### src/rtl/demux_pkg.sv
// Shared definitions for the chip-select generator: FSM state encoding.
package demux_pkg;

  typedef enum logic [1:0] {
    ST_IDLE   = 2'd0,
    ST_WAIT   = 2'd1,
    ST_ACTIVE = 2'd2
  } state_t;

endpackage

### src/rtl/demux_cs_wait_if.sv
// Bus between the CPU-side address decode and the chip-select generator.
interface demux_cs_wait_if #(
  parameter int SEL_W = 3
) ();
  localparam int OUT_N = 1 << SEL_W;

  logic             en;
  logic [SEL_W-1:0] sel;
  logic [OUT_N-1:0] out;
  logic             rdy;
  logic             busy;

  modport master (output en, sel, input out, rdy, busy);
  modport slave  (input en, sel, output out, rdy, busy);
endinterface

### src/rtl/demux_nbit.sv
// Purely combinational SEL_W -> 2^SEL_W one-hot decoder.
module demux_nbit #(
  parameter int SEL_W = 3
) (
  input  logic [SEL_W-1:0]        sel,
  output logic [(1<<SEL_W)-1:0]   onehot
);
  localparam int OUT_N = 1 << SEL_W;

  // One comparator per output bit; exactly one matches for any sel.
  for (genvar gi = 0; gi < OUT_N; gi++) begin : g_dec
    assign onehot[gi] = (sel == SEL_W'(gi));
  end
endmodule

### src/rtl/demux_cs_wait.sv
// Registered one-hot chip-select generator with per-output wait states.
// rdy/busy come only from the state register, never from en/sel.
module demux_cs_wait
  import demux_pkg::*;
#(
  parameter int                              SEL_W      = 3,
  parameter int                              WAIT_W     = 2,
  parameter logic [(1<<SEL_W)*WAIT_W-1:0]    WAIT_MAP   = '0,
  parameter bit                              ACTIVE_LOW = 1'b0
) (
  input logic              clk,
  input logic              rst_n,
  demux_cs_wait_if.slave   bus
);
  localparam int OUT_N = 1 << SEL_W;
  localparam logic [OUT_N-1:0] INACTIVE = ACTIVE_LOW ? {OUT_N{1'b1}} : {OUT_N{1'b0}};

  state_t             state;
  logic [WAIT_W-1:0]  cnt;
  logic [SEL_W-1:0]   sel_q;
  logic [OUT_N-1:0]   out_q;
  logic [OUT_N-1:0]   onehot;
  logic [WAIT_W-1:0]  wait_tbl [OUT_N];
  logic [WAIT_W-1:0]  wait_sel;

  demux_nbit #(.SEL_W(SEL_W)) u_dec (
    .sel    (bus.sel),
    .onehot (onehot)
  );

  // Unpack the wait map into a table indexed by region select.
  for (genvar gi = 0; gi < OUT_N; gi++) begin : g_wait
    assign wait_tbl[gi] = WAIT_MAP[gi*WAIT_W +: WAIT_W];
  end

  assign wait_sel = wait_tbl[bus.sel];

  // Access FSM: accept from IDLE/ACTIVE, count down wait cycles, hold out.
  always_ff @(posedge clk) begin
    if (!rst_n) begin
      state <= ST_IDLE;
      cnt   <= '0;
      sel_q <= '0;
      out_q <= INACTIVE;
    end else begin
      case (state)
        ST_IDLE, ST_ACTIVE: begin
          if (bus.en) begin
            sel_q <= bus.sel;
            // XOR with the inactive pattern inverts for active-low outputs.
            out_q <= onehot ^ INACTIVE;
            if (wait_sel == '0) begin
              state <= ST_ACTIVE;
            end else begin
              state <= ST_WAIT;
              cnt   <= wait_sel;
            end
          end else begin
            state <= ST_IDLE;
            out_q <= INACTIVE;
          end
        end
        ST_WAIT: begin
          // Leave on cnt==1 so the counter never wraps below zero.
          if (cnt == WAIT_W'(1)) begin
            state <= ST_ACTIVE;
            cnt   <= '0;
          end else begin
            cnt <= cnt - 1'b1;
          end
        end
        default: begin
          state <= ST_IDLE;
          cnt   <= '0;
          out_q <= INACTIVE;
        end
      endcase
    end
  end

  // sel_q records the region of the current access for debug visibility.
  logic unused_sel_q;
  assign unused_sel_q = ^sel_q;

  assign bus.out  = out_q;
  assign bus.rdy  = (state != ST_WAIT);
  assign bus.busy = (state != ST_IDLE);
endmodule

### src/flat_wrapper.sv
// flat-port wrapper written by rule: the top's interface ports become plain ports
module demux_cs_wait_flat import demux_pkg::*;
#(
  parameter int                              SEL_W      = 3,
  parameter int                              WAIT_W     = 2,
  parameter logic [(1<<SEL_W)*WAIT_W-1:0]    WAIT_MAP   = '0,
  parameter bit                              ACTIVE_LOW = 1'b0
)
  (clk, rst_n, bus_en, bus_sel, bus_out, bus_rdy, bus_busy);
  demux_cs_wait_if #(.SEL_W(SEL_W)) bus_i ();
  input logic clk;
  input logic rst_n;
  input wire logic [$bits(bus_i.en)-1:0] bus_en;
  input wire logic [$bits(bus_i.sel)-1:0] bus_sel;
  output wire logic [$bits(bus_i.out)-1:0] bus_out;
  output wire logic [$bits(bus_i.rdy)-1:0] bus_rdy;
  output wire logic [$bits(bus_i.busy)-1:0] bus_busy;
  assign bus_i.en = bus_en;
  assign bus_i.sel = bus_sel;
  assign bus_out = bus_i.out;
  assign bus_rdy = bus_i.rdy;
  assign bus_busy = bus_i.busy;
  demux_cs_wait #(.SEL_W(SEL_W), .WAIT_W(WAIT_W), .WAIT_MAP(WAIT_MAP), .ACTIVE_LOW(ACTIVE_LOW)) u_core (.clk(clk), .rst_n(rst_n), .bus(bus_i));
endmodule
### config.mk
export PLATFORM = sky130hd
export DESIGN_NAME = demux_cs_wait_flat
export DESIGN_NICKNAME = d
export VERILOG_FILES = /design/src/rtl/demux_pkg.sv /design/src/rtl/demux_cs_wait_if.sv /design/src/rtl/demux_nbit.sv /design/src/rtl/demux_cs_wait.sv /design/src/flat_wrapper.sv
export SDC_FILE = /design/constraint.sdc
export NUM_CORES = 1
export LEC_CHECK = 0
export CAP_MARGIN = 10
export CORE_AREA = 2 2 39 41
export DETAILED_ROUTE_END_ITERATION = 10
export DIE_AREA = 0 0 41 43
export HOLD_SLACK_MARGIN = 0.1
export PLACE_DENSITY = 0.53
export SYNTH_ARGS = -nofsm -noshare
export SYNTH_HDL_FRONTEND = slang
export SYNTH_SLANG_ARGS = --single-unit
### constraint.sdc
create_clock -name clk -period 0.8 [get_ports clk]
set_input_delay 0.16 -clock clk [delete_from_list [all_inputs] [get_ports clk]]
set_output_delay 0.16 -clock clk [all_outputs]
set_load 0.005 [all_outputs]
# Yosys cells after proc, flatten, opt, wreduce, memory -nomap -nowiden
# Memories as Yosys holds them, arrays and structs flattened.
# Cells that the tools add are included.
[word_totals]
ff_bits = 12
mem_bits_ro = 16
output_inout_bits = 10
in_bits = 6
memories = 1
[mem_list]
columns = ["memory", "depth", "width", "rd", "rd_clocked_by_memory_dff", "wr", "line", "source"]
rows = [
  ["(name not given)", 8, 2, 1, 0, 0, "demux_cs_wait.sv:36", "assign wait_sel = wait_tbl[bus.sel];"],
]
[op_classes]
n_reduce_logical = 6
n_lt_le_gt_ge = 1
n_addsub = 1
muxes = 12
bitwise = 1
n_eq_ne = 14
[op_table]
columns = ["cell", "n"]
rows = [
  ["2-bit 2-to-1 mux", 8],
  ["8-bit case mux with 2 select lines", 1],
  ["3-bit equality test (second input constant)", 4],
  ["8-bit 2-to-1 mux", 1],
  ["2-bit case mux with 2 select lines", 2],
  ["3-bit by 2-bit equality test with 1-bit output (second input constant)", 2],
  ["2-bit by 1-bit equality test with 1-bit output (second input constant)", 2],
  ["4-bit greater-or-equal comparator (second input constant)", 1],
  ["2-bit logical NOT", 2],
  ["2-bit by 1-bit inequality test with 1-bit output (second input constant)", 2],
  ["2-bit inequality test (second input constant)", 2],
  ["3-bit inverter with 4-bit output", 1],
  ["3-bit by 1-bit equality test with 1-bit output (second input constant)", 1],
  ["3-bit logical NOT", 1],
  ["2-bit equality test (second input constant)", 1],
  ["2-bit AND reduction", 1],
  ["2-bit nonzero test", 1],
  ["2-bit OR reduction", 1],
  ["2-bit by 1-bit subtractor with 2-bit output (second input constant)", 1],
]

# Longest topological paths before layout
# Gate-level depths: netlist of run 1.
[logic_depth]
ltp_word = 8
mapped_depth = 2
depth_no_buf = 2

# Cells and area by module
# A second synthesis of run 1 with hierarchy kept.
[unflattened]
cells_unflattened = 28
hier_area_um2 = 314.1
[modules_own_cells]
columns = ["module", "area_per_inst_um2", "seq_area_each_um2", "instances", "cells_each"]
rows = [
  ["demux_cs_wait", 249.0, 180.2, 1, 20],
  ["demux_nbit", 65.1, 0.0, 1, 8],
]

# Least setup slack after synthesis of run 1
# Ideal clock, no wire load.
[synth_timing]
path_type = "input port to flip-flop"
from = "input bus_sel[2]"
to = "register u_core.out_q[0], in the netlist u_core.bus.out[0]"
n_path_buf = 0
required_ns = 0.727
t_arrival_ns = 0.460
path_stages = 2
slack_ns = 0.268
cell_sequence = "nand3b_1 > nor3_2"
[synth_via]
elab_chain_cells = 3
[synth_lines]
columns = ["element", "line", "source"]
rows = [
  ["from (decl)", "flat_wrapper.sv:14", "input wire logic [$bits(bus_i.sel)-1:0] bus_sel;"],
  ["3-bit logical NOT", "demux_nbit.sv:12", "assign onehot[gi] = (sel == SEL_W'(gi));"],
  ["8-bit 2-to-1 mux", "demux_cs_wait.sv:48", "if (bus.en) begin"],
  ["8-bit case mux with 2 select lines", "demux_cs_wait.sv:46", "case (state)"],
  ["to (signal assigned)", "demux_cs_wait.sv:51", "out_q <= onehot ^ INACTIVE;"],
  ["to (decl)", "demux_cs_wait.sv:21", "logic [OUT_N-1:0] out_q;"],
]
# Every way passes these cells.
# A chain may end at the register's enable or synchronous reset.

# Worst setup path after layout of run 1
[layout_timing]
from = "register u_core.out_q[4], in the netlist u_core.bus.out[4]"
to = "output bus_out[4]"
[layout_lines]
columns = ["element", "line", "source"]
rows = [
  ["to (decl)", "flat_wrapper.sv:15", "output wire logic [$bits(bus_i.out)-1:0] bus_out;"],
]
# No word-level cell between the ends.

==> results by stage, run 1 <==
Status:
- The flow ran to the end, but the final reports show violations.
- The checks that failed: negative setup slack.

Pwr:
- In this run the static leakage power is 0.224 nW.
- IR analysis of the VDD net gives a maximum drop of 0.594 mV.
- The power per unit of standard cell area is 2040 nW/um2.

Critical path:
- The logic depth of the worst path, buffers included is 1.
- In this run the worst setup path terminates at bus_out[4].
- The biggest cell delay along the critical path is 0.30 ns.
- The required time at the worst-slack endpoint is 0.64 ns.
- Data arrives at the worst endpoint at 0.66 ns.
- The kind of start point of the critical path is a register.
- The kind of cell with the highest combined delay on the critical path is flip-flops.
- The classification of the worst setup path is register to primary output.
- The critical path startpoint is u_core.bus.out[4]$_SDFF_PN0_.
- The largest individual stage delay along the critical path comes from the cell dfxtp_1.
- STA classifies the critical path endpoint as a primary output.
- Counting both buffers and inverters, the worst setup path holds a total of 1.
- Along the worst path, the maximum fanout reaches 1.
- The signal on the critical path passes through buf_2.

Final layout:
- Registers take 180 um2.
- Counting the fill cells in the layout gives 153.
- The final cell count without fillers is 59.
- The repair_antennas step left the layout with diodes totalling 0.
- The area overhead of the layout relative to synthesis is 56.3%.
- The combined area of the multi-input logic cells is 81.3 um2.
- The net total in the final layout is 50.
- In the final layout, the share of cells above drive strength 1 is 0.349.

Global routing:
- The sum of overflow across all layers after global routing is 0.
- Entering global routing, the biggest net connects 6 pins.
- The number of global-route vias before repair is 200.
- The overall fraction of global-route tracks in use is 0.0665.
- The first global-routing pass estimated 731 um of wire.
- The number of antenna violations at the first check in global routing came to 0.

Clocking:
- Clock tree synthesis found a total of 9 sinks.
- The clock root buffer is clkbuf_4.
- TritonCTS created 3 clock buffers.
- In this run the post-CTS setup repair buffer count came out at 0.
- In this run the deepest clock path goes through 2 buffers.
- In this run, post-CTS hold repair placed 0 buffers.
- The TritonCTS clock tree is done.
- The register clock-pin slew on the reported worst setup and hold paths is 0.06 ns.
- CTS built an H-tree with a depth of 1.

STA:
- The setup TNS is -0.157 ns.
- The total count of hold-check failures in the final report is 0.
- Setup violations remaining at the end of the flow were counted as 9.
- The final period utilization is 1.03.
- Setup repair after global routing could not meet its margin everywhere.
- The worst path setup slack after routing is -0.0235 ns.
- The max-slew violation count was 0.
- For the finished layout, the period the worst path requires is 0.824 ns.
- Derived from the worst setup path, the maximum achievable clock frequency is 1210 MHz.

Logic synthesis:
- The average cell area after synthesis is 10.8 um2.
- The combined area of all synthesized cells is 269 um2.
- The count of warnings emitted by yosys is 0.
- The gate count of the mapped netlist is 25.
- The number of distinct library cells after synthesis is 10.
- The number of synthesized register bits is 9.
- The fraction of synthesized cell area taken by the top area cell type is 0.670.
- Of the synthesized area, sequential elements account for 0.670.
- The biggest area contributor in the post-synthesis netlist is dfxtp_1.
- In the post-synthesis netlist, the biggest area contributors are dfxtp_1, nor2_1, nor3_2.
- The total nets after synthesis is 31.

Placement:
- The congestion estimate from routability-driven global placement came to 0.691.
- Port buffering added 14 buffers.
- The half-perimeter wire length of the detailed placement result is 355 um.
- The number of cells in the design after placement is 55.
- The worst-case setup slack after placement is -0.252 ns.

Route:
- The number of nets with antenna violations after routing is 0.
- Summed over all layers, the routed wires come to 463 um.
- After detailed routing, the number of remaining DRC violations is 0.
- The first routing iteration left 3 violations.
- Before antenna repair, the detailed router went through 4 iterations.
- Using the TritonRoute via totals, the vias-per-cell ratio works out to 3.56.
- The post-detailed-route wirelength per cell is 7.85 um.
- The via count is 210.

Floorplanning:
- 16 I/O pins were placed.
- Measured along the x axis, the die boundary spans 41 um.
- For this configuration, the core starts out at a cell density of 0.194.
- The vertical extent of the die is 43 um.
- The floorplan core area is 1380 um2.
- The placement row count is 14.
- The floorplan step defined a die boundary enclosing 1760 um2.

Flow run:
- The max-capacitance violation count is 0.

Worst hold path:
- The class of the most critical hold timing path is primary input to register.
-- Yosys cell counts --
cell      instances
nand3_1           1
nand2_1           1
nand3b_1          1
nand2b_1          2
dfxtp_1           9
conb_1            1
buf_4             1
nor2_1            6
and2_1            1
nor3_2            2
-- placed cells by master (no fill, tap or decap) --
cell type / instances
nand3_1: 1
clkbuf_4: 3
dfxtp_1: 9
buf_4: 1
nand2_1: 1
nor2_1: 6
clkdlybuf4s50_1: 1
nand3b_1: 1
buf_2: 9
nand2b_1: 2
conb_1: 1
clkbuf_1: 1
and2_1: 1
dlymetal6s2s_1: 4
nor3_2: 2
-- sequential cells by signal (all words and copies together), names as in the netlist --
register,flops
u_core.state,1
u_core.bus.out,8
-- worst min-delay path by stage --
stage,end,slack (ns),start,cells past startpoint
4_1_cts,u_core.state[1]$_SDFF_PN0_,0.52,bus_en,2
3_5_place_dp,u_core.state[1]$_SDFF_PN0_,0.80,bus_en,2
6_report,u_core.state[1]$_SDFF_PN0_,0.17,bus_en,2
3_3_place_gp,u_core.state[1]$_SDFF_PN0_,0.79,bus_en,2
2_1_floorplan,u_core.bus.out[0]$_SDFF_PN0_,0.23,bus_sel[1],1
5_1_grt,u_core.state[1]$_SDFF_PN0_,0.19,rst_n,2
-- repair_timing --
item                                    4_1_cts  5_1_grt
pin swaps                                     0        2
hold endpoints to repair                      0        0
resized for setup                            36        4
endpoints found under the setup margin        9       17
-- cell type report --
class / count / area share
Sequential cell: 9 / 0.429
Timing Repair Buffer: 15 / 0.268
Multi-Input combinational cell: 15 / 0.193
Clock buffer: 4 / 0.0625
Tap cell: 16 / 0.0476
-- power breakdown --
group / switching (W) / internal [W] / total (W)
clock: 0.000144 / 0.000191 / 0.000335
combinational: 0.0000279 / 0.0000359 / 0.0000638
sequential: 0.00000170 / 0.000458 / 0.000459
-- cells by family after synthesis --
family | after synthesis | synth area share
and+or+nand+nor | 14 | 0.288
DFF | 9 | 0.670
buffers and inverters | 1 | 0.0279
other | 1 | 0.0139
-- per-layer routing --
layer  routed length [um]  vias up  GRT usage
met5                    0        -          0
met2                  224       12     0.0781
li1                     -      111          -
met4                    0        0      0.100
met1                  185       87     0.0747
met3                   53        0     0.0157
-- metrics by stage --
step	util	hold WS, ns	power [W]	instance area (um2)
5_1_grt	0.304	0.187	0.000907	420
6_report	0.304	0.173	0.000858	420
2_1_floorplan	-	0.229	0.000493	269
3_3_place_gp	0.310	0.794	0.000546	429
4_1_cts	0.297	0.521	0.000885	410
3_5_place_dp	0.310	0.796	0.000546	429
(Power assumes the default switching activity.)
==> run 2, diff against run 1 <==
--- a/config.mk
+++ b/config.mk
@@ -7,10 +7,11 @@
 export LEC_CHECK = 0
 export CAP_MARGIN = 10
 export CORE_AREA = 2 2 39 41
+export CTS_CLUSTER_SIZE = 28
 export DETAILED_ROUTE_END_ITERATION = 10
 export DIE_AREA = 0 0 41 43
 export HOLD_SLACK_MARGIN = 0.1
-export PLACE_DENSITY = 0.53
+export PLACE_DENSITY = 0.52
 export SYNTH_ARGS = -nofsm -noshare
 export SYNTH_HDL_FRONTEND = slang
 export SYNTH_SLANG_ARGS = --single-unit
==> constraint.sdc (replaced) <==
create_clock -name clk -period 1.02 [get_ports clk]
set_input_delay 0.204 -clock clk [delete_from_list [all_inputs] [get_ports clk]]
set_output_delay 0.204 -clock clk [all_outputs]
set_load 0.005 [all_outputs]
==> results by stage, run 2 (synthesis results as in run 1) <==
Final layout:
- The library cell used most frequently in the layout, excluding fill and tap cells, is dfxtp_1.
- The combined area of the multi-input logic cells was 81.3 um2 (unchanged).
- The area of all placed cells without fillers was 457 um2 (+8.6%).
- The area of all sequential standard cells is 180 um2 (unchanged).
- The area overhead of the layout relative to synthesis is 69.8%.
- The layout cell share with drive strength beyond 1 is 0.182 (-0.167).
- The net total in the final layout came to 51 (+2.0%).
- Leaving out fill and tap cells, the most frequent cells in the layout are dfxtp_1, clkdlybuf4s15_1, nor2_1.
- The number of inserted diodes was 0 (unchanged).
- The number of flip-flops in the largest register is 8 (unchanged).
- The number of inserted filler cells in the final layout was 150 (-2.0%).

Clocking:
- The hold buffer count at CTS was 0 (unchanged).
- The number of buffers added by the clock tree synthesis step is 3 (unchanged).
- The number of buffers added for setup after CTS is 0 (unchanged).
- The TritonCTS clock tree is done.
- The register clock-pin slew on the reported worst setup and hold paths is 0.06 ns (about the same).
- The buffer levels on the longest clock path is 2 (unchanged).
- The clock sink count is 9 (unchanged).
- The H-tree depth reported by CTS came to 1 (unchanged).
- Clock tree synthesis selected as its root buffer the cell clkbuf_4.

Critical path:
- The critical path goes through dlygate4sd2_1.
- The biggest cell delay along the critical path is 0.29 ns (about the same).
- The top fanout value on the critical path is 1 (unchanged).
- The kind of cell with the highest combined delay on the critical path is flip-flops.
- The worst setup path is captured at a primary output.
- The critical path buffer and inverter count is 1 (unchanged).
- STA classifies the critical path startpoint as a register.
- The largest individual stage delay along the critical path comes from the cell dfxtp_1.
- The critical path in this run is classified as register to primary output.
- The logic depth of the worst path, buffers included came to 1 (unchanged).
- In this run the worst setup path begins at u_core.bus.out[3]$_SDFF_PN0_.
- The data arrival time at the worst-slack endpoint is 0.79 ns (+0.13 ns).
- The required time at the worst-slack endpoint is 0.82 ns (+0.18 ns).
- The last element of the critical path is bus_out[3].

Floorplanning:
- The vertical extent of the die is 43 um (unchanged).
- The effective utilization at floorplan came to 0.194 (unchanged).
- The number of top-level pins is 16 (unchanged).
- The floorplan core area is 1380 um2 (unchanged).
- The die extent in x was 41 um (unchanged).
- The placement row count is 14 (unchanged).
- The full die area is 1760 um2 (unchanged).

STA:
- The total count of hold-check failures in the final report is 0 (unchanged).
- The final critical-path required period is 0.993 ns.
- The setup TNS was 0 ns (+0.157 ns).
- Derived from the worst setup path, the maximum achievable clock frequency is 1010 MHz.
- Setup repair after global routing left no endpoint under its margin.
- The final period utilization is 0.974.
- The total of endpoints with negative setup slack in the final report is 0 (-9).
- The max-slew violation count came to 0 (unchanged).

Route:
- The final wirelength is 507 um (+9.5%).
- The detailed router's first-iteration violation count is 1 (-2).
- The mean number of vias per cell is 3.68 (+3.5%).
- The iteration count of the initial detailed-routing pass is 4 (unchanged).
- The via count is 221 (+5.2%).
- The post-detailed-route wirelength per cell came to 8.45 um (+7.7%).
- The detailed-route DRC error count was 0 (unchanged).
- The number of nets with antenna violations after routing is 0 (unchanged).

Pwr:
- The power per unit of standard cell area is 1490 nW/um2 (-27%).
- The worst vdd rail ir drop is 0.478 mV (-20%).
- The static leakage is 0.189 nW (-16%).

Placement:
- The count of port buffers added during placement is 14 (unchanged).
- The half-perimeter wire length of the detailed placement result is 388 um (+9.4%).
- The routability congestion estimate from global placement is 0.687 (-0.62%).
- The cell area after placement is 437 um2 (+1.7%).

Global routing:
- The first-pass GRT wire length was 772 um (+5.6%).
- The number of antenna violations at the first check in global routing was 0 (unchanged).
- The overall fraction of global-route tracks in use is 0.0726 (+0.00612).
- The sum of overflow across all layers after global routing is 0 (unchanged).
- The maximum number of pins on one net before global-route repair came to 6 (unchanged).
- The number of global-route vias before repair is 208 (+4.0%).

Status:
- The run finished with clean final reports.

Worst hold path:
- The class of the most critical hold timing path is primary input to register.

Flow run:
- The max-capacitance violation count is 0 (unchanged).
[run 2: metrics by stage]
stage               worst slack (ns)  power (W)   util  cells  hold slack (ns)
floorplan                      0.444   0.000386      -     25            0.273
global placement             -0.0903   0.000432  0.316     56            0.851
detailed placement           -0.0798   0.000431  0.316     56            0.845
CTS                         -0.00934   0.000699  0.328     60            0.573
global route                0.000415   0.000718  0.330     60            0.596
finish                        0.0270   0.000682  0.330     60            0.583
[run 2: power by group]
group	internal, W	switching [W]
registers	0.000359	0.00000170
clock network	0.000150	0.000113
logic	0.0000359	0.0000227
[run 2: worst min path at each step]
| stage | from | to | slack [ns] | cells past startpoint |
|---|---|---|---|---|
| 6_report | bus_en | u_core.state[1]$_SDFF_PN0_ | 0.58 | 2 |
| 5_1_grt | bus_en | u_core.state[1]$_SDFF_PN0_ | 0.60 | 2 |
| 4_1_cts | bus_en | u_core.state[1]$_SDFF_PN0_ | 0.57 | 2 |
| 3_5_place_dp | bus_en | u_core.state[1]$_SDFF_PN0_ | 0.84 | 2 |
| 3_3_place_gp | bus_en | u_core.state[1]$_SDFF_PN0_ | 0.85 | 2 |
| 2_1_floorplan | bus_sel[1] | u_core.bus.out[0]$_SDFF_PN0_ | 0.27 | 1 |
[run 2: layer usage]
layer,global-route usage,vias to the layer above,share of wire
met5,0,-,0
met4,0.120,0,0
met3,0.0209,0,0.13
met2,0.0719,14,0.40
met1,0.0879,94,0.47
li1,-,113,-
[run 2: what timing repair did]
item,4_1_cts,5_1_grt
resized for setup,11,7
setup endpoints to repair,9,6
hold endpoints to repair,0,0
[run 2: cell type report]
cell class	instances	area share
tap	16	0.0438
sequential	9	0.395
timing repair buffer	16	0.326
clock buffer	4	0.0575
multi-input combinational	15	0.178
